## src/rtl/mem_wr_sched_if.sv

```systemverilog
// Bus bundle for the store scheduler: two requester ports, the memory write
// channel and the status outputs. The slave modport is the scheduler's view.
interface mem_wr_sched_if;
    logic        req0_valid;
    logic        req0_ready;
    logic [31:0] req0_addr;
    logic [31:0] req0_wdata;
    logic [1:0]  req0_op;

    logic        req1_valid;
    logic        req1_ready;
    logic [31:0] req1_addr;
    logic [31:0] req1_wdata;
    logic [1:0]  req1_op;

    logic        mem_valid;
    logic        mem_ready;
    logic [31:0] mem_addr;
    logic [3:0]  mem_byteen;
    logic [31:0] mem_wdata;

    logic        err_align;
    logic        err_src;
    logic        busy;

    modport slave (
        input  req0_valid, req0_addr, req0_wdata, req0_op,
        input  req1_valid, req1_addr, req1_wdata, req1_op,
        input  mem_ready,
        output req0_ready, req1_ready,
        output mem_valid, mem_addr, mem_byteen, mem_wdata,
        output err_align, err_src, busy
    );

    modport master (
        output req0_valid, req0_addr, req0_wdata, req0_op,
        output req1_valid, req1_addr, req1_wdata, req1_op,
        output mem_ready,
        input  req0_ready, req1_ready,
        input  mem_valid, mem_addr, mem_byteen, mem_wdata,
        input  err_align, err_src, busy
    );
endinterface

```

## src/rtl/mem_wr_sched.sv

```systemverilog
// Two-requester store scheduler: round-robin arbitration, alignment check,
// lane formatting at accept time, and a FIFO feeding one write beat per cycle.
module mem_wr_sched #(
    parameter int unsigned FIFO_DEPTH = 4
) (
    input  logic           clk,
    input  logic           rst_n,
    mem_wr_sched_if.slave  bus
);
    localparam int unsigned PTR_W = (FIFO_DEPTH > 1) ? $clog2(FIFO_DEPTH) : 1;
    localparam int unsigned CNT_W = $clog2(FIFO_DEPTH + 1);
    localparam logic [CNT_W-1:0] DEPTH_C = CNT_W'(FIFO_DEPTH);
    localparam logic [CNT_W-1:0] ONE_C   = CNT_W'(1);

    typedef enum logic {IDLE, ISSUE} state_t;

    state_t           state_q, state_d;
    logic [CNT_W-1:0] count_q, count_d;
    logic [PTR_W-1:0] wr_ptr_q, rd_ptr_q;
    logic             rr_q;          // 1: requester 1 wins a tie
    logic             err_align_q, err_src_q;

    logic [31:0] addr_mem  [FIFO_DEPTH];
    logic [3:0]  be_mem    [FIFO_DEPTH];
    logic [31:0] wdata_mem [FIFO_DEPTH];

    logic        gnt, gnt_sel;
    logic [31:0] sel_addr, sel_data;
    logic [1:0]  sel_op;
    logic        misalign, enq, deq;
    logic [3:0]  fmt_be;
    logic [31:0] fmt_wdata;

    // Arbitration: tie resolved by rr_q, no grant while the FIFO is full.
    always_comb begin
        gnt_sel  = (bus.req0_valid && bus.req1_valid) ? rr_q : bus.req1_valid;
        gnt      = (bus.req0_valid || bus.req1_valid) && (count_q < DEPTH_C);
        sel_addr = gnt_sel ? bus.req1_addr  : bus.req0_addr;
        sel_data = gnt_sel ? bus.req1_wdata : bus.req0_wdata;
        sel_op   = gnt_sel ? bus.req1_op    : bus.req0_op;
    end

    assign bus.req0_ready = gnt && !gnt_sel;
    assign bus.req1_ready = gnt && gnt_sel;

    // Alignment check and byte-lane formatting of the selected request.
    always_comb begin
        misalign  = 1'b0;
        fmt_be    = '0;
        fmt_wdata = '0;
        unique case (sel_op)
            2'b01: begin
                if (sel_addr[1:0] != 2'b00) begin
                    misalign = 1'b1;
                end else begin
                    fmt_be    = 4'b1111;
                    fmt_wdata = sel_data;
                end
            end
            2'b10: begin
                if (sel_addr[0]) begin
                    misalign = 1'b1;
                end else if (sel_addr[1]) begin
                    fmt_be    = 4'b1100;
                    fmt_wdata = {sel_data[15:0], 16'b0};
                end else begin
                    fmt_be    = 4'b0011;
                    fmt_wdata = {16'b0, sel_data[15:0]};
                end
            end
            2'b11: begin
                fmt_be    = 4'b0001 << sel_addr[1:0];
                fmt_wdata = {24'b0, sel_data[7:0]} << {sel_addr[1:0], 3'b000};
            end
            default: ;
        endcase
    end

    assign enq = gnt && (sel_op != 2'b00) && !misalign;
    assign deq = (state_q == ISSUE) && bus.mem_ready;

    // Next state, occupancy and memory-side outputs.
    always_comb begin
        state_d        = state_q;
        count_d        = count_q;
        bus.mem_valid  = 1'b0;
        bus.mem_addr   = '0;
        bus.mem_byteen = '0;
        bus.mem_wdata  = '0;
        unique case ({enq, deq})
            2'b10:   count_d = count_q + ONE_C;
            2'b01:   count_d = count_q - ONE_C;
            default: ;
        endcase
        unique case (state_q)
            IDLE: begin
                if (enq) state_d = ISSUE;
            end
            ISSUE: begin
                bus.mem_valid  = 1'b1;
                bus.mem_addr   = addr_mem[rd_ptr_q];
                bus.mem_byteen = be_mem[rd_ptr_q];
                bus.mem_wdata  = wdata_mem[rd_ptr_q];
                if (deq && !enq && (count_q == ONE_C)) state_d = IDLE;
            end
            default: state_d = IDLE;
        endcase
    end

    // Control state: pointers, FSM, arbitration pointer and error flags.
    always_ff @(posedge clk or negedge rst_n) begin
        if (!rst_n) begin
            state_q     <= IDLE;
            count_q     <= '0;
            wr_ptr_q    <= '0;
            rd_ptr_q    <= '0;
            rr_q        <= 1'b0;
            err_align_q <= 1'b0;
            err_src_q   <= 1'b0;
        end else begin
            state_q     <= state_d;
            count_q     <= count_d;
            err_align_q <= gnt && misalign;
            if (enq)             wr_ptr_q  <= wr_ptr_q + PTR_W'(1);
            if (deq)             rd_ptr_q  <= rd_ptr_q + PTR_W'(1);
            if (gnt)             rr_q      <= ~gnt_sel;
            if (gnt && misalign) err_src_q <= gnt_sel;
        end
    end

    // Entry storage; contents are only visible through mem_* while ISSUE.
    always_ff @(posedge clk) begin
        if (enq) begin
            addr_mem[wr_ptr_q]  <= {sel_addr[31:2], 2'b00};
            be_mem[wr_ptr_q]    <= fmt_be;
            wdata_mem[wr_ptr_q] <= fmt_wdata;
        end
    end

    assign bus.err_align = err_align_q;
    assign bus.err_src   = err_src_q;
    assign bus.busy      = (count_q != '0);
endmodule

```

## src/flat_wrapper.sv

```systemverilog
// flat-port wrapper written by rule: the top's interface ports become plain ports
module mem_wr_sched_flat 
#(
    parameter int unsigned FIFO_DEPTH = 4
)
  (clk, rst_n, bus_req0_valid, bus_req0_addr, bus_req0_wdata, bus_req0_op, bus_req1_valid, bus_req1_addr, bus_req1_wdata, bus_req1_op, bus_mem_ready, bus_req0_ready, bus_req1_ready, bus_mem_valid, bus_mem_addr, bus_mem_byteen, bus_mem_wdata, bus_err_align, bus_err_src, bus_busy);
  mem_wr_sched_if bus_i ();
  input  logic clk;
  input  logic rst_n;
  input wire logic [$bits(bus_i.req0_valid)-1:0] bus_req0_valid;
  input wire logic [$bits(bus_i.req0_addr)-1:0] bus_req0_addr;
  input wire logic [$bits(bus_i.req0_wdata)-1:0] bus_req0_wdata;
  input wire logic [$bits(bus_i.req0_op)-1:0] bus_req0_op;
  input wire logic [$bits(bus_i.req1_valid)-1:0] bus_req1_valid;
  input wire logic [$bits(bus_i.req1_addr)-1:0] bus_req1_addr;
  input wire logic [$bits(bus_i.req1_wdata)-1:0] bus_req1_wdata;
  input wire logic [$bits(bus_i.req1_op)-1:0] bus_req1_op;
  input wire logic [$bits(bus_i.mem_ready)-1:0] bus_mem_ready;
  output wire logic [$bits(bus_i.req0_ready)-1:0] bus_req0_ready;
  output wire logic [$bits(bus_i.req1_ready)-1:0] bus_req1_ready;
  output wire logic [$bits(bus_i.mem_valid)-1:0] bus_mem_valid;
  output wire logic [$bits(bus_i.mem_addr)-1:0] bus_mem_addr;
  output wire logic [$bits(bus_i.mem_byteen)-1:0] bus_mem_byteen;
  output wire logic [$bits(bus_i.mem_wdata)-1:0] bus_mem_wdata;
  output wire logic [$bits(bus_i.err_align)-1:0] bus_err_align;
  output wire logic [$bits(bus_i.err_src)-1:0] bus_err_src;
  output wire logic [$bits(bus_i.busy)-1:0] bus_busy;
  assign bus_i.req0_valid = bus_req0_valid;
  assign bus_i.req0_addr = bus_req0_addr;
  assign bus_i.req0_wdata = bus_req0_wdata;
  assign bus_i.req0_op = bus_req0_op;
  assign bus_i.req1_valid = bus_req1_valid;
  assign bus_i.req1_addr = bus_req1_addr;
  assign bus_i.req1_wdata = bus_req1_wdata;
  assign bus_i.req1_op = bus_req1_op;
  assign bus_i.mem_ready = bus_mem_ready;
  assign bus_req0_ready = bus_i.req0_ready;
  assign bus_req1_ready = bus_i.req1_ready;
  assign bus_mem_valid = bus_i.mem_valid;
  assign bus_mem_addr = bus_i.mem_addr;
  assign bus_mem_byteen = bus_i.mem_byteen;
  assign bus_mem_wdata = bus_i.mem_wdata;
  assign bus_err_align = bus_i.err_align;
  assign bus_err_src = bus_i.err_src;
  assign bus_busy = bus_i.busy;
  mem_wr_sched #(.FIFO_DEPTH(FIFO_DEPTH)) u_core (.clk(clk), .rst_n(rst_n), .bus(bus_i));
endmodule
```

## config.mk

```make
export PLATFORM = sky130hd
export DESIGN_NAME = mem_wr_sched_flat
export DESIGN_NICKNAME = d
export VERILOG_FILES = /design/src/rtl/mem_wr_sched_if.sv /design/src/rtl/mem_wr_sched.sv /design/src/flat_wrapper.sv
export SDC_FILE = /design/constraint.sdc
export NUM_CORES = 1
export LEC_CHECK = 0
export BUFFER_PORTS_ARGS = -buffer_cell sky130_fd_sc_hd__buf_2
export CORE_MARGIN = 4
export CORE_UTILIZATION = 40
export DETAILED_ROUTE_END_ITERATION = 10
export PLACE_DENSITY = 0.71
export SETUP_SLACK_MARGIN = 0.5
export SYNTH_ARGS = -nofsm -noshare
export SYNTH_HDL_FRONTEND = slang
export SYNTH_SLANG_ARGS = --single-unit
```

## constraint.sdc

```tcl
create_clock -name clk -period 4.03 [get_ports clk]
set_clock_uncertainty 0.15 [all_clocks]
set_input_delay 0.806 -clock clk [delete_from_list [all_inputs] [get_ports clk]]
set_output_delay 0.806 -clock clk [all_outputs]
set_load 0.01 [all_outputs]
```

# After elaboration in Yosys (flattened, before gate mapping)
# Memories as Yosys holds them, arrays and structs flattened.
# Index checks and enable logic that the tools add are counted.
[classes] add_sub_neg=4 mul=0 div_mod_pow=0 magnitude_cmp=1 n_eq_ne=6 n_shift=2 mux=24 bitwise=2 n_reduce_logical=18
[ops] cell="$mux 32" n=7
[ops] cell="$pmux 32 s3" n=1
[ops] cell="$shl 8x5->32" n=1
[ops] cell="$mux 4" n=4
[ops] cell="$pmux 4 s3" n=1
[ops] cell="$logic_and 1x1->1" n=10
[ops] cell="$mux 1" n=7
[ops] cell="$eq 2x2->1 const B" n=3
[ops] cell="$pmux 3 s2" n=1
[ops] cell="$reduce_bool 2->1" n=3
[ops] cell="$add 2x1->2 const B" n=2
[ops] cell="$eq 2x1->1 const B" n=2
[ops] cell="$pmux 1 s2" n=2
[ops] cell="$shl 1x2->4 const A" n=1
[ops] cell="$add 3x1->3 const B" n=1
[ops] cell="$eq 3x1->1 const B" n=1
[ops] cell="$logic_not 1->1" n=3
[ops] cell="$lt 3x3->1 const B" n=1
[ops] cell="$reduce_bool 3->1" n=1
[ops] cell="$sub 3x1->3 const B" n=1
[ops] cell="$mux 2" n=1
[ops] cell="$not 1->1" n=2
[ops] cell="$logic_or 1x1->1" n=1
[totals] reg_bits=11 latchBits=0 ram_bits=264 romBits=0 output_inout_bits=74 wordCells=67 mem_count=3
[mem_list] name="u_core.wdata_mem" words=4 word_bits=32 rd=1 rd_clocked_by_memory_dff=0 wr=1 line="mem_wr_sched.sv:25" rtl="logic [31:0] wdata_mem [FIFO_DEPTH];"
[mem_list] name="u_core.addr_mem" words=4 word_bits=30 rd=1 rd_clocked_by_memory_dff=0 wr=1 line="mem_wr_sched.sv:23" rtl="logic [31:0] addr_mem [FIFO_DEPTH];"
[mem_list] name="u_core.be_mem" words=4 word_bits=4 rd=1 rd_clocked_by_memory_dff=0 wr=1 line="mem_wr_sched.sv:24" rtl="logic [3:0] be_mem [FIFO_DEPTH];"

# Logic depth before layout (Yosys ltp)
# Gate-level depths: netlist (run 1).
[depth] depth_word=13 ltp_mapped=8 mapped_depth_nobuf=7

# Worst setup path before layout (run 1)
# No wires, ideal clock.
[synth_path] kind="input to register" startpoint="input bus_req0_valid" endpoint="memory u_core.addr_mem[0][0] (netlist name), enable pin" t_arrival_ps=4293 required_ps=3389 path_slack_ps=-904 cell_stages=5 path_buffers=1 cell_sequence="nand2b_4 -> buf_2 -> and3b_1 -> a22oi_4 -> nor2_1"
[synth_between] elab_chain_cells=10
[synth_lines] element="from (decl)" line="flat_wrapper.sv:10" rtl="input wire logic [$bits(bus_i.req0_valid)-1:0] bus_req0_valid;"
[synth_lines] element="$logic_and 1x1->1" line="mem_wr_sched.sv:36" rtl="gnt_sel = (bus.req0_valid && bus.req1_valid) ? rr_q : bus.req1_valid;"
[synth_lines] element="$mux 1" line="mem_wr_sched.sv:36"
[synth_lines] element="$mux 32" line="mem_wr_sched.sv:38" rtl="sel_addr = gnt_sel ? bus.req1_addr : bus.req0_addr;"
[synth_lines] element="$reduce_bool 2->1" line="mem_wr_sched.sv:53" rtl="if (sel_addr[1:0] != 2'b00) begin"
[synth_lines] element="$mux 1" line="mem_wr_sched.sv:53"
[synth_lines] element="$pmux 1 s2" line="mem_wr_sched.sv:51" rtl="unique case (sel_op)"
[synth_lines] element="$logic_not 1->1" line="mem_wr_sched.sv:79" rtl="assign enq = gnt && (sel_op != 2'b00) && !misalign;"
[synth_lines] element="$logic_and 1x1->1 (*)" line="mem_wr_sched.sv:79"
[synth_lines] element="$mux 1 (*)" line="mem_wr_sched.sv:133" rtl="if (enq) begin"
[synth_lines] element="$mux 1 (implied by the code) (*)" line="mem_wr_sched.sv:134" rtl="addr_mem[wr_ptr_q] <= {sel_addr[31:2], 2'b00};"
[synth_lines] element="to (decl)" line="mem_wr_sched.sv:23"
# Mark *: on every way between the ends. The rest lies on a longest branch, timed or not.

# Final worst setup path (run 1)
[layout_path] startpoint="register u_core.rd_ptr_q[0]" endpoint="output bus_mem_addr[6]"
[layout_between] elab_chain_cells=2
[layout_lines] element="from (decl)" line="mem_wr_sched.sv:19" rtl="logic [PTR_W-1:0] wr_ptr_q, rd_ptr_q;"
[layout_lines] element="from (signal assigned)" line="mem_wr_sched.sv:125" rtl="if (deq) rd_ptr_q <= rd_ptr_q + PTR_W'(1);"
[layout_lines] element="$mem_v2 4x30"
[layout_lines] element="$mux 32" line="mem_wr_sched.sv:95" rtl="unique case (state_q)"
[layout_lines] element="to (decl)" line="flat_wrapper.sv:22" rtl="output wire logic [$bits(bus_i.mem_addr)-1:0] bus_mem_addr;"
# No other way between the ends.

==> results of run 1 <==
[layout make-up]
type                            count  area, um^2  area share
Tap cell                          390         488      0.0332
Sequential cell                   275        8210       0.558
Clock inverter                     15         220      0.0150
Inverter                           12        45.0     0.00306
Clock buffer                       37         754      0.0513
Multi-Input combinational cell    419        3780       0.257
Timing Repair Buffer              225        1220      0.0827
[critical path, delay by kind of cell, from the launching register on]
family	cells	cell delay [ns]
DFF	1	0.60
muxes	1	0.57
buffers and inverters	2	0.45
and+or+nand+nor	1	0.18
[per-stage QoR]
| stage | hold slack (ns) | instances | instance area, um^2 | power (W) | utilization |
|---|---|---|---|---|---|
| final | 0.384 | 1373 | 14700 | 0.00992 | 0.491 |
| after global routing | 0.429 | 1373 | 14700 | 0.0105 | 0.491 |
| after CTS | 0.387 | 1373 | 14700 | 0.0101 | 0.491 |
| after detailed placement | 0.372 | 1319 | 13700 | 0.00737 | 0.458 |
| after global placement | 0.357 | 1319 | 13700 | 0.00732 | 0.458 |
| after floorplan | 0.325 | 756 | 12300 | 0.00613 | - |
[cells by family (layout without fill, tap and decap cells)]
| group | after synthesis | count (layout) | synth area share |
|---|---|---|---|
| buffers and inverters | 62 | 289 | 0.0268 |
| AO/OA/AOI/OAI | 73 | 73 | 0.0466 |
| XOR/XNOR | 7 | 7 | 0.00500 |
| flip-flops | 275 | 275 | 0.668 |
| other | 1 | 2 | 0.000306 |
| adder cells (fa/ha/maj) | 10 | 10 | 0.0102 |
| AND/OR/NAND/NOR | 226 | 226 | 0.0928 |
| multiplexers | 101 | 101 | 0.150 |
[path summary, 6_finish.rpt]
check / endpoint / slack [ns] / cells past startpoint
max: bus_mem_addr[6] / 0.69 / 4
max in group asynchronous: u_core.rd_ptr_q[0] / 2.98 / 2
min reg2reg: u_core.wr_ptr_q[0] / 0.38 / 1
min: u_core.wr_ptr_q[0] / 0.38 / 1
max reg2reg: u_core.wdata_mem[0][27] / 1.59 / 4
min in group asynchronous: u_core.rr_q / 0.52 / 2
[repair_timing]
item / 4_1_cts / 5_1_grt
setup buffers: 1 / 0
endpoints found under the hold margin: 11 / 0
hold buffers: 1 / 0
setup endpoints to repair: 7 / 0
[layout by cell type, fill, tap and decap left out, types with 2 or more instances in the layout]
cell type	n
edfxtp_1	264
buf_2	208
nand2_1	100
and2_1	68
mux4_2	66
mux2i_1	34
clkbuf_16	28
o22ai_1	21
nor2_1	19
buf_4	12
inv_1	11
ha_1	10
a21oi_1	8
a22oi_1	8
dfrtp_1	8
nor2b_1	7
clkbuf_1	7
and4_1	6
nand4_1	5
clkinv_2	5
bufinv_16	5
xor2_1	4
a32oi_1	4
o221ai_1	4
nor2_4	4
a211oi_1	3
nand2b_1	3
and3_1	3
o211ai_1	3
o21ai_0	3
xnor2_1	3
buf_12	3
a21oi_2	2
nand3_1	2
a22o_1	2
conb_1	2
clkbuf_8	2
dfrtp_4	2
[state kept, by name (all words and copies together), names as in the netlist]
signal	cells
u_core.rd_ptr_q	2
u_core.be_mem	16
u_core.count_q	3
u_core.wdata_mem	128
u_core.bus.err_src	1
u_core.state_q	1
u_core.bus.err_align	1
u_core.addr_mem	120
u_core.rr_q	1
u_core.wr_ptr_q	2
[layer usage]
metal | global-route usage | part of all wire | vias up
li1 | - | - | 3332
met1 | 0.229 | 0.42 | 3594
met2 | 0.270 | 0.48 | 310
met3 | 0.0351 | 0.085 | 39
met4 | 0.0367 | 0.019 | 0
met5 | 0 | 0 | -
[power by group through the flow]
stage	clock network (W)	logic (W)	registers, W
floorplan	0	0.00226	0.00387
global placement	0	0.00329	0.00403
detailed placement	0	0.00332	0.00405
CTS	0.00275	0.00338	0.00397
global route	0.00287	0.00359	0.00401
finish	0.00268	0.00328	0.00396
==> impl_metrics.yaml, run 1 <==
status:
  status: "completed"
cells_and_area:
  syn_to_final_growth_pct: 19.9
  antenna-diode-count: 0
  final_nets: 1108
  drive_above_1_share: 0.361
  num-fill-cells: 2570
synthesis:
  syn_inst: 755
  synth_common_cells: "264 x edfxtp_1, 100 x nand2_1, 68 x and2_1"
  synth-async-reset-ratio: 0.0400
  syn_avg_cell_area_um2: 16.3
  ys.flop_type: "edfxtp_1"
  synth.most_common_cell: "edfxtp_1"
  ys_top_cells_by_area: "edfxtp_1 65%, mux4_2 12%, and2_1 3.5%"
  yosysUniqueCellTypes: 59
  ys_warn_count: 0
  synth_area_um2: 12300
  synth_top_area_frac: 0.646
  seq_area_frac_synth: 0.668
  synth-edff-count: 264
  post-synth-top-area-cell: "edfxtp_1"
  ys_seq_elements: 275
critical_path:
  startpoint: "u_core.rd_ptr_q[0]"
  rr_startpoint: "u_core.rr_q"
  crit_required_ns: 3.07
  critPathKind: "flip-flop to primary output"
  worstPathArrival_ns: 2.39
  crit_path_start_kind: "flip-flop"
  cp_max_fo: 35
  cp_slowest_cell: "dfrtp_4"
  cpPeakStageDelay_ns: 0.60
  cp-end-kind: "primary output"
  path_cells: "buf_12, mux4_2, and2_1, buf_2"
pwr:
  power.density_nw_per_um2: 674
  clkPwrFrac: 0.270
  internal_power_w: 0.00687
  p_switching_w: 0.00305
  pwr-share-seq: 0.399
  sw_frac_of_total: 0.307
  ir_worst_vdd_mv: 0.339
  leakage_nw: 5.52
  p_comb_frac: 0.330
sta:
  rsz0062_at_grt: "false"
  tightest_slew_ns: 0.821
  setup_viol: 0
  tns_ns: 0
  fmax_mhz: 299
  maxSlewHeadroom: 0.451
  report.final.slew_viol_count: 0
  min_period_ns: 3.34
  fin_ws_ns: 0.689
  period_share: 0.829
  final_hold_viol_count: 0
placed_design:
  post-place-ws_ns: 1.04
  post-dp-hpwl_um: 18900
  gp_congestion: 0.907
  port_buffers: 208
drt:
  firstDrtPassIters: 4
  drc: 0
  drt_first_iter_violations: 410
  drt.antenna.violating_nets: 0
  vias: 7275
  via_per_inst: 5.30
  avgRoutedWirePerCell_um: 20.7
  routed_wl_um: 28400
floorplanning:
  rows: 63
  die_x_um: 183
  core-area_um2: 30000
  dieArea_um2: 33600
  die_h_um: 183
  io_pins: 211
  start_util: 0.410
global_routing:
  antenna_found_initial: 0
  grt_max_degree: 67
  grt-ovfl-total: 0
  grt_pass1_vias: 7293
  track_usage: 0.164
  grt_pass1_wl_um: 42800
cts:
  numCtsBuffers: 28
  cts_resized: 0
  cts_tree: "done"
  cts-root-buf: "clkbuf_16"
  clkSinkCount: 275
  htree_levels: 1
  clk_latency_ns: 0.53
  clk_pin_slew_ns: 0.06
  clock_path_buffers: 3
job:
  max-cap-violations: 0
worst_hold_path:
  min_from: "u_core.wr_ptr_q[0]"
  hp-class: "flip-flop to flip-flop"
Power figures use the tool's default switching activity.
==> run 2: changes to the inputs <==
- clock period: 4.03 -> 2.89 ns (I/O delays scaled with it)
==> run 2 against run 1 <==
  * The flow now finishes with violations (negative setup slack)
  * Total power up 53%
  * Clock-buffer cell count is 2 higher
  * Clock power up 19%
  * Final cell count up 3.4%
  * Via count grew 4.4%
  * Largest power group is now combinational cells
  * Non-clock buffer count increased by 47
  * Largest cell class unchanged
  * First-iteration DRC count rose by 50%
  * Die area did not move
  * Routed wire length increased by 6.8%
  * Register-to-register slack got worse by 1.0 ns
==> impl_metrics.yaml, run 2 (synthesized netlist as in run 1, its figures left out) <==
drt:
  vias: 7595
  routed_wl_um: 30300
  drt.antenna.violating_nets: 0
  avgRoutedWirePerCell_um: 21.4
  drc: 0
  drt_first_iter_violations: 617
  via_per_inst: 5.35
  firstDrtPassIters: 5
sta:
  fin_ws_ns: -0.00801
  maxSlewHeadroom: 0.605
  report.final.slew_viol_count: 0
  min_period_ns: 2.90
  setup_viol: 9
  fmax_mhz: 345
  rsz0062_at_grt: "true"
  tns_ns: -0.0433
  period_share: 1.00
  tightest_slew_ns: 0.592
  final_hold_viol_count: 0
cells_and_area:
  top_regs: "u_core.wdata_mem x128, u_core.addr_mem x120, u_core.be_mem x16"
  antenna-diode-count: 0
  drive_above_1_share: 0.429
  largest_register: "u_core.wdata_mem"
  final_common_cell: "edfxtp_1"
  syn_to_final_growth_pct: 27.8
  finalNonFillerCells: 1419
  most-common-layout-cells: "264 x edfxtp_1, 166 x buf_2, 100 x nand2_1"
  num-fill-cells: 2449
  largest_reg_flops: 128
  final_nets: 1157
global_routing:
  track_usage: 0.174
  antenna_found_initial: 0
  grt_pass1_wl_um: 45000
  grt_max_degree: 54
  grt_pass1_vias: 7632
  grt-ovfl-total: 0
floorplanning:
  dieArea_um2: 33600
  io_pins: 211
  die_x_um: 183
  start_util: 0.410
  core-area_um2: 30000
  die_h_um: 183
  rows: 63
cts:
  clock_path_buffers: 3
  numCtsBuffers: 28
  htree_levels: 1
  clk_latency_ns: 0.52
  cts-root-buf: "clkbuf_16"
  clk_pin_slew_ns: 0.06
  clkSinkCount: 275
  cts_tree: "done"
critical_path:
  critPathKind: "flip-flop to primary output"
  path_buf_inv: 4
  crit_path_start_kind: "flip-flop"
  cp_top_family: "buffers and inverters"
  cp_max_fo: 8
  cp-end-kind: "primary output"
  cpPeakStageDelay_ns: 0.50
  path_cells: "buf_12, buf_12, clkbuf_16, mux4_2, and2_1, buf_2"
  worstPathArrival_ns: 2.17
  crit_required_ns: 2.16
  cp_common_cell: "buf_12"
  cp_slowest_cell: "dfrtp_4"
pwr:
  power.density_nw_per_um2: 966
  ir_worst_vdd_mv: 0.423
  leakage_nw: 5.96
placed_design:
  placed_cells: 1338
  port_buffers: 208
  post-dp-hpwl_um: 20600
  gp_congestion: 0.893
status:
  failed_checks: "negative setup slack"
  status: "finished with violations"
worst_hold_path:
  hp-class: "input port to flip-flop"
job:
  max-cap-violations: 0
## run 2: cell types whose count changed in the layout (fill, tap and decap cells not counted), moves of 16 or more
cell	change
buf_2	-42
and2_1	-44
and2_4	+44
buf_4	+20
buf_6	+45
buf_12	+16
## run 2: worst register-to-register path: stages, from the launching register on
cell and delay [ns]:
dfrtp_1 0.41, nand2b_4 0.23, nand2_2 0.15, buf_4 0.32
mux2i_1 0.39, o221ai_1 0.22, buf_4 0.19
## run 2: area by class of cell
| cell class | count | area (um^2) | area share |
|---|---|---|---|
| tap | 390 | 488 | 0.0311 |
| timing repair buffer | 272 | 2200 | 0.140 |
| sequential | 275 | 8210 | 0.524 |
| inverter | 12 | 45.0 | 0.00287 |
| multi-input combinational | 421 | 3940 | 0.251 |
| clock buffer | 39 | 763 | 0.0486 |
| clock inverter | 10 | 46.3 | 0.00295 |
## run 2: final timing paths
kind | startpoint | to | slack (ns) | cells past startpoint
min | bus_req1_addr[29] | u_core.addr_mem[0][27] | 0.24 | 3
min reg2reg | u_core.wr_ptr_q[0] | u_core.wr_ptr_q[0] | 0.38 | 1
max reg2reg | u_core.rr_q | u_core.wdata_mem[2][26] | 0.59 | 6
max | u_core.rd_ptr_q[0] | bus_mem_addr[9] | -0.008 | 6
min in group asynchronous | rst_n | u_core.count_q[0] | 0.32 | 2
max in group asynchronous | rst_n | u_core.rd_ptr_q[0] | 2.00 | 2
## run 2: report_power, final
| part | internal, W | switching (W) | leakage [nW] |
|---|---|---|---|
| combinational | 0.00361 | 0.00296 | 3.01 |
| clock | 0.00182 | 0.00136 | 0.393 |
| sequential | 0.00518 | 0.000240 | 2.56 |
## run 2: layer usage
layer / up-vias / track usage / wire length, um / share of wire
met4: 0 / 0.0334 / 382 / 0.013
met1: 3825 / 0.245 / 12700 / 0.42
met2: 306 / 0.289 / 15000 / 0.49
li1: 3436 / - / - / -
met5: - / 0 / 0 / 0
met3: 28 / 0.0303 / 2220 / 0.073
## run 2: metrics by stage
step	worst slack, ns	area (um^2)	hold slack [ns]	total power, W	utilization
finish	-0.00801	15700	0.241	0.0152	0.524
global route	-0.0755	15700	0.246	0.0159	0.524
CTS	-0.0474	15300	0.220	0.0148	0.512
detailed placement	0.189	14000	0.332	0.0105	0.468
global placement	0.263	14000	0.328	0.0105	0.468
floorplan	0.0956	12300	0.132	0.00856	-
## run 2: repair_timing
action                                 in CTS  in global routing
setup buffers                              12                 11
hold buffers                                1                  0
gates cloned                                3                  5
pin swaps                                   4                  3
endpoints found under the hold margin      11                  0
setup endpoints to repair                  70                 91
gates resized for setup                    67                 37
==> run 3: changes to the inputs <==
- ABC_AREA: default -> 1
- REMOVE_ABC_BUFFERS: default -> 1
==> run 3 against run 2 <==
  * First-iteration DRC count rose by 13%
  * The run now ends clean
  * Highest routed layer is now met5
  * Final cell count grew 30%
  * Design area fell by 0.33%
  * Critical path depth unchanged
  * Synthesized cell count rose by 61%
  * Setup slack better by 0.10 ns
  * Non-clock buffer count fell by 11
  * Combinational power up 7.6%
  * Clock power grew 8.2%
  * Sequential power about the same
==> impl_metrics.yaml, run 3 <==
drt:
  drt_first_iter_violations: 700
  drt.antenna.violating_nets: 0
  avgRoutedWirePerCell_um: 17.8
  routed_wl_um: 32900
  firstDrtPassIters: 5
  vias: 9441
  drc: 0
  via_per_inst: 5.11
synthesis:
  synth_top_family_by_area: "simple AND/OR/NAND/NOR gates"
  synth_compound_area_frac: 0.0935
  ys_warn_count: 0
  syn_inst: 1215
  synth_top_area_frac: 0.642
  ys_seq_elements: 275
  synth-simple-area-share: 0.188
  synth_area_um2: 12300
  seq_area_frac_synth: 0.665
  post-synth-top-area-cell: "edfxtp_1"
  synth_fa_ha_area_frac: 0.0101
  synth.most_common_cell: "nor2_1"
  synth-edff-count: 264
  synth_xor_area_frac: 0.00213
  yosysUniqueCellTypes: 29
  ys_top_cells_by_area: "edfxtp_1 64%, nor2_1 8.8%, nand2_1 7.2%"
  synthMuxAreaShare: 0
  synth_common_cells: "289 x nor2_1, 264 x edfxtp_1, 236 x nand2_1"
  ys.flop_type: "edfxtp_1"
  synth-async-reset-ratio: 0.0400
  syn_avg_cell_area_um2: 10.2
cells_and_area:
  largest_register: "u_core.wdata_mem"
  final_common_cell: "edfxtp_1"
  finalNonFillerCells: 1848
  drive_above_1_share: 0.261
  num-fill-cells: 2646
  largest_reg_flops: 128
  final_nets: 1581
  most-common-layout-cells: "264 x edfxtp_1, 261 x nor2_1, 235 x nand2_1"
  antenna-diode-count: 0
  top_regs: "u_core.wdata_mem x128, u_core.addr_mem x120, u_core.be_mem x16"
  syn_to_final_growth_pct: 26.7
cts:
  clk_latency_ns: 0.52
  cts-root-buf: "clkbuf_16"
  clock_path_buffers: 3
  cts_tree: "done"
  htree_levels: 1
  clk_pin_slew_ns: 0.06
  numCtsBuffers: 27
  clkSinkCount: 275
sta:
  rsz0062_at_grt: "true"
  hold_ws_ns: 0.267
  min_period_ns: 2.80
  fmax_mhz: 357
  period_share: 0.968
  setup_viol: 0
  final_hold_viol_count: 0
  maxSlewHeadroom: 0.545
  report.final.slew_viol_count: 0
  tightest_slew_ns: 0.682
critical_path:
  cp-end-kind: "primary output"
  worstPathArrival_ns: 2.07
  crit_required_ns: 2.16
  cp_max_fo: 25
  critPathKind: "flip-flop to primary output"
  crit_path_start_kind: "flip-flop"
placed_design:
  gp_congestion: 0.851
  post-dp-hpwl_um: 19700
  port_buffers: 208
  placed_cells: 1776
job:
  max-cap-violations: 0
floorplanning:
  die_x_um: 184
  die_h_um: 184
  dieArea_um2: 33700
  core-area_um2: 30500
  start_util: 0.405
  io_pins: 211
  rows: 64
global_routing:
  track_usage: 0.178
  grt_max_degree: 67
  grt_pass1_wl_um: 47800
  antenna_found_initial: 1
  grt_pass1_vias: 8841
  grt-ovfl-total: 0
pwr:
  ir_worst_vdd_mv: 0.585
  power.density_nw_per_um2: 1020
  leakage_nw: 6.29
worst_hold_path:
  hp-class: "input port to flip-flop"
status:
  status: "completed"
[run 3: cell types whose count changed after synthesis, moves of 8 or more]
cell      delta
and2_1      -68
mux2i_1     -34
nand4_1      +9
a22oi_1      -8
nor2_1     +266
clkbuf_1    +22
a21oi_1     +59
o21ai_1     +27
nand3_1     +24
inv_1       +29
o22ai_1     -21
mux4_2      -66
o21ai_0    +127
nand2_1    +136
[run 3: final cells by class]
class / instances / area [um^2] / share of cell area
clock inverter: 14 / 166 / 0.0106
sequential: 275 / 8210 / 0.525
tap: 396 / 495 / 0.0317
multi-input combinational: 824 / 3920 / 0.250
timing repair buffer: 261 / 1960 / 0.125
inverter: 45 / 198 / 0.0126
clock buffer: 33 / 698 / 0.0446
[run 3: cell families (layout without fill, tap and decap cells)]
family	after synthesis	after routing
XOR/XNOR	3	3
AND/OR/NAND/NOR	581	581
adder cells (fa/ha/maj)	10	10
buffers and inverters	117	353
other	1	2
flip-flops	275	275
AO/OA/AOI/OAI	228	228
[run 3: path summary, 6_finish.rpt]
path                               startpoint                 endpoint  slack, ns  cells after the start
max                        u_core.rd_ptr_q[0]        bus_mem_wdata[29]       0.09                      6
min                         bus_req1_addr[19]   u_core.addr_mem[1][17]       0.27                      3
max reg2reg                       u_core.rr_q  u_core.wdata_mem[3][14]       0.53                     10
min reg2reg                u_core.bus.err_src       u_core.bus.err_src       0.35                      2
max in group asynchronous               rst_n       u_core.rd_ptr_q[0]       2.04                      2
min in group asynchronous               rst_n       u_core.bus.err_src       0.31                      2
[run 3: power by group]
part | switching, W | internal [W]
Sequential | 0.000217 | 0.00522
Combinational | 0.00438 | 0.00268
Clock | 0.00138 | 0.00206
[run 3: metrics by stage]
stage / area, um^2 / power (W) / setup slack (ns) / util / setup TNS (ns)
floorplan: 12000 / 0.00882 / -2.28 / - / -733.08
CTS: 15000 / 0.0151 / 0.152 / 0.493 / 0
global route: 15600 / 0.0169 / 0.0468 / 0.513 / 0
global placement: 13900 / 0.0111 / 0.140 / 0.456 / 0
finish: 15600 / 0.0159 / 0.0927 / 0.513 / 0
detailed placement: 13900 / 0.0112 / 0.0572 / 0.456 / 0
[run 3: layer usage]
| metal | track usage | wire [um] |
|---|---|---|
| met5 | 0 | 10 |
| met4 | 0.0504 | 751 |
| met3 | 0.0374 | 2800 |
| met2 | 0.283 | 14900 |
| met1 | 0.250 | 14400 |
[run 3: critical path: stages (launching register included)]
cell	delay, ns
dfrtp_4	0.51
buf_12	0.19
clkinv_16	0.10
buf_12	0.16
o21ai_0	0.10
a21oi_1	0.28
buf_2	0.20
[run 3: what timing repair did]
| action | 4_1_cts | 5_1_grt |
|---|---|---|
| buffers inserted | 4 | 5 |
| resized for setup | 30 | 139 |
| endpoints found under the setup margin | 325 | 440 |
| hold endpoints to repair | 11 | 0 |
| hold buffers | 1 | 0 |
| pin swaps | 16 | 40 |
| gates cloned | 3 | 12 |
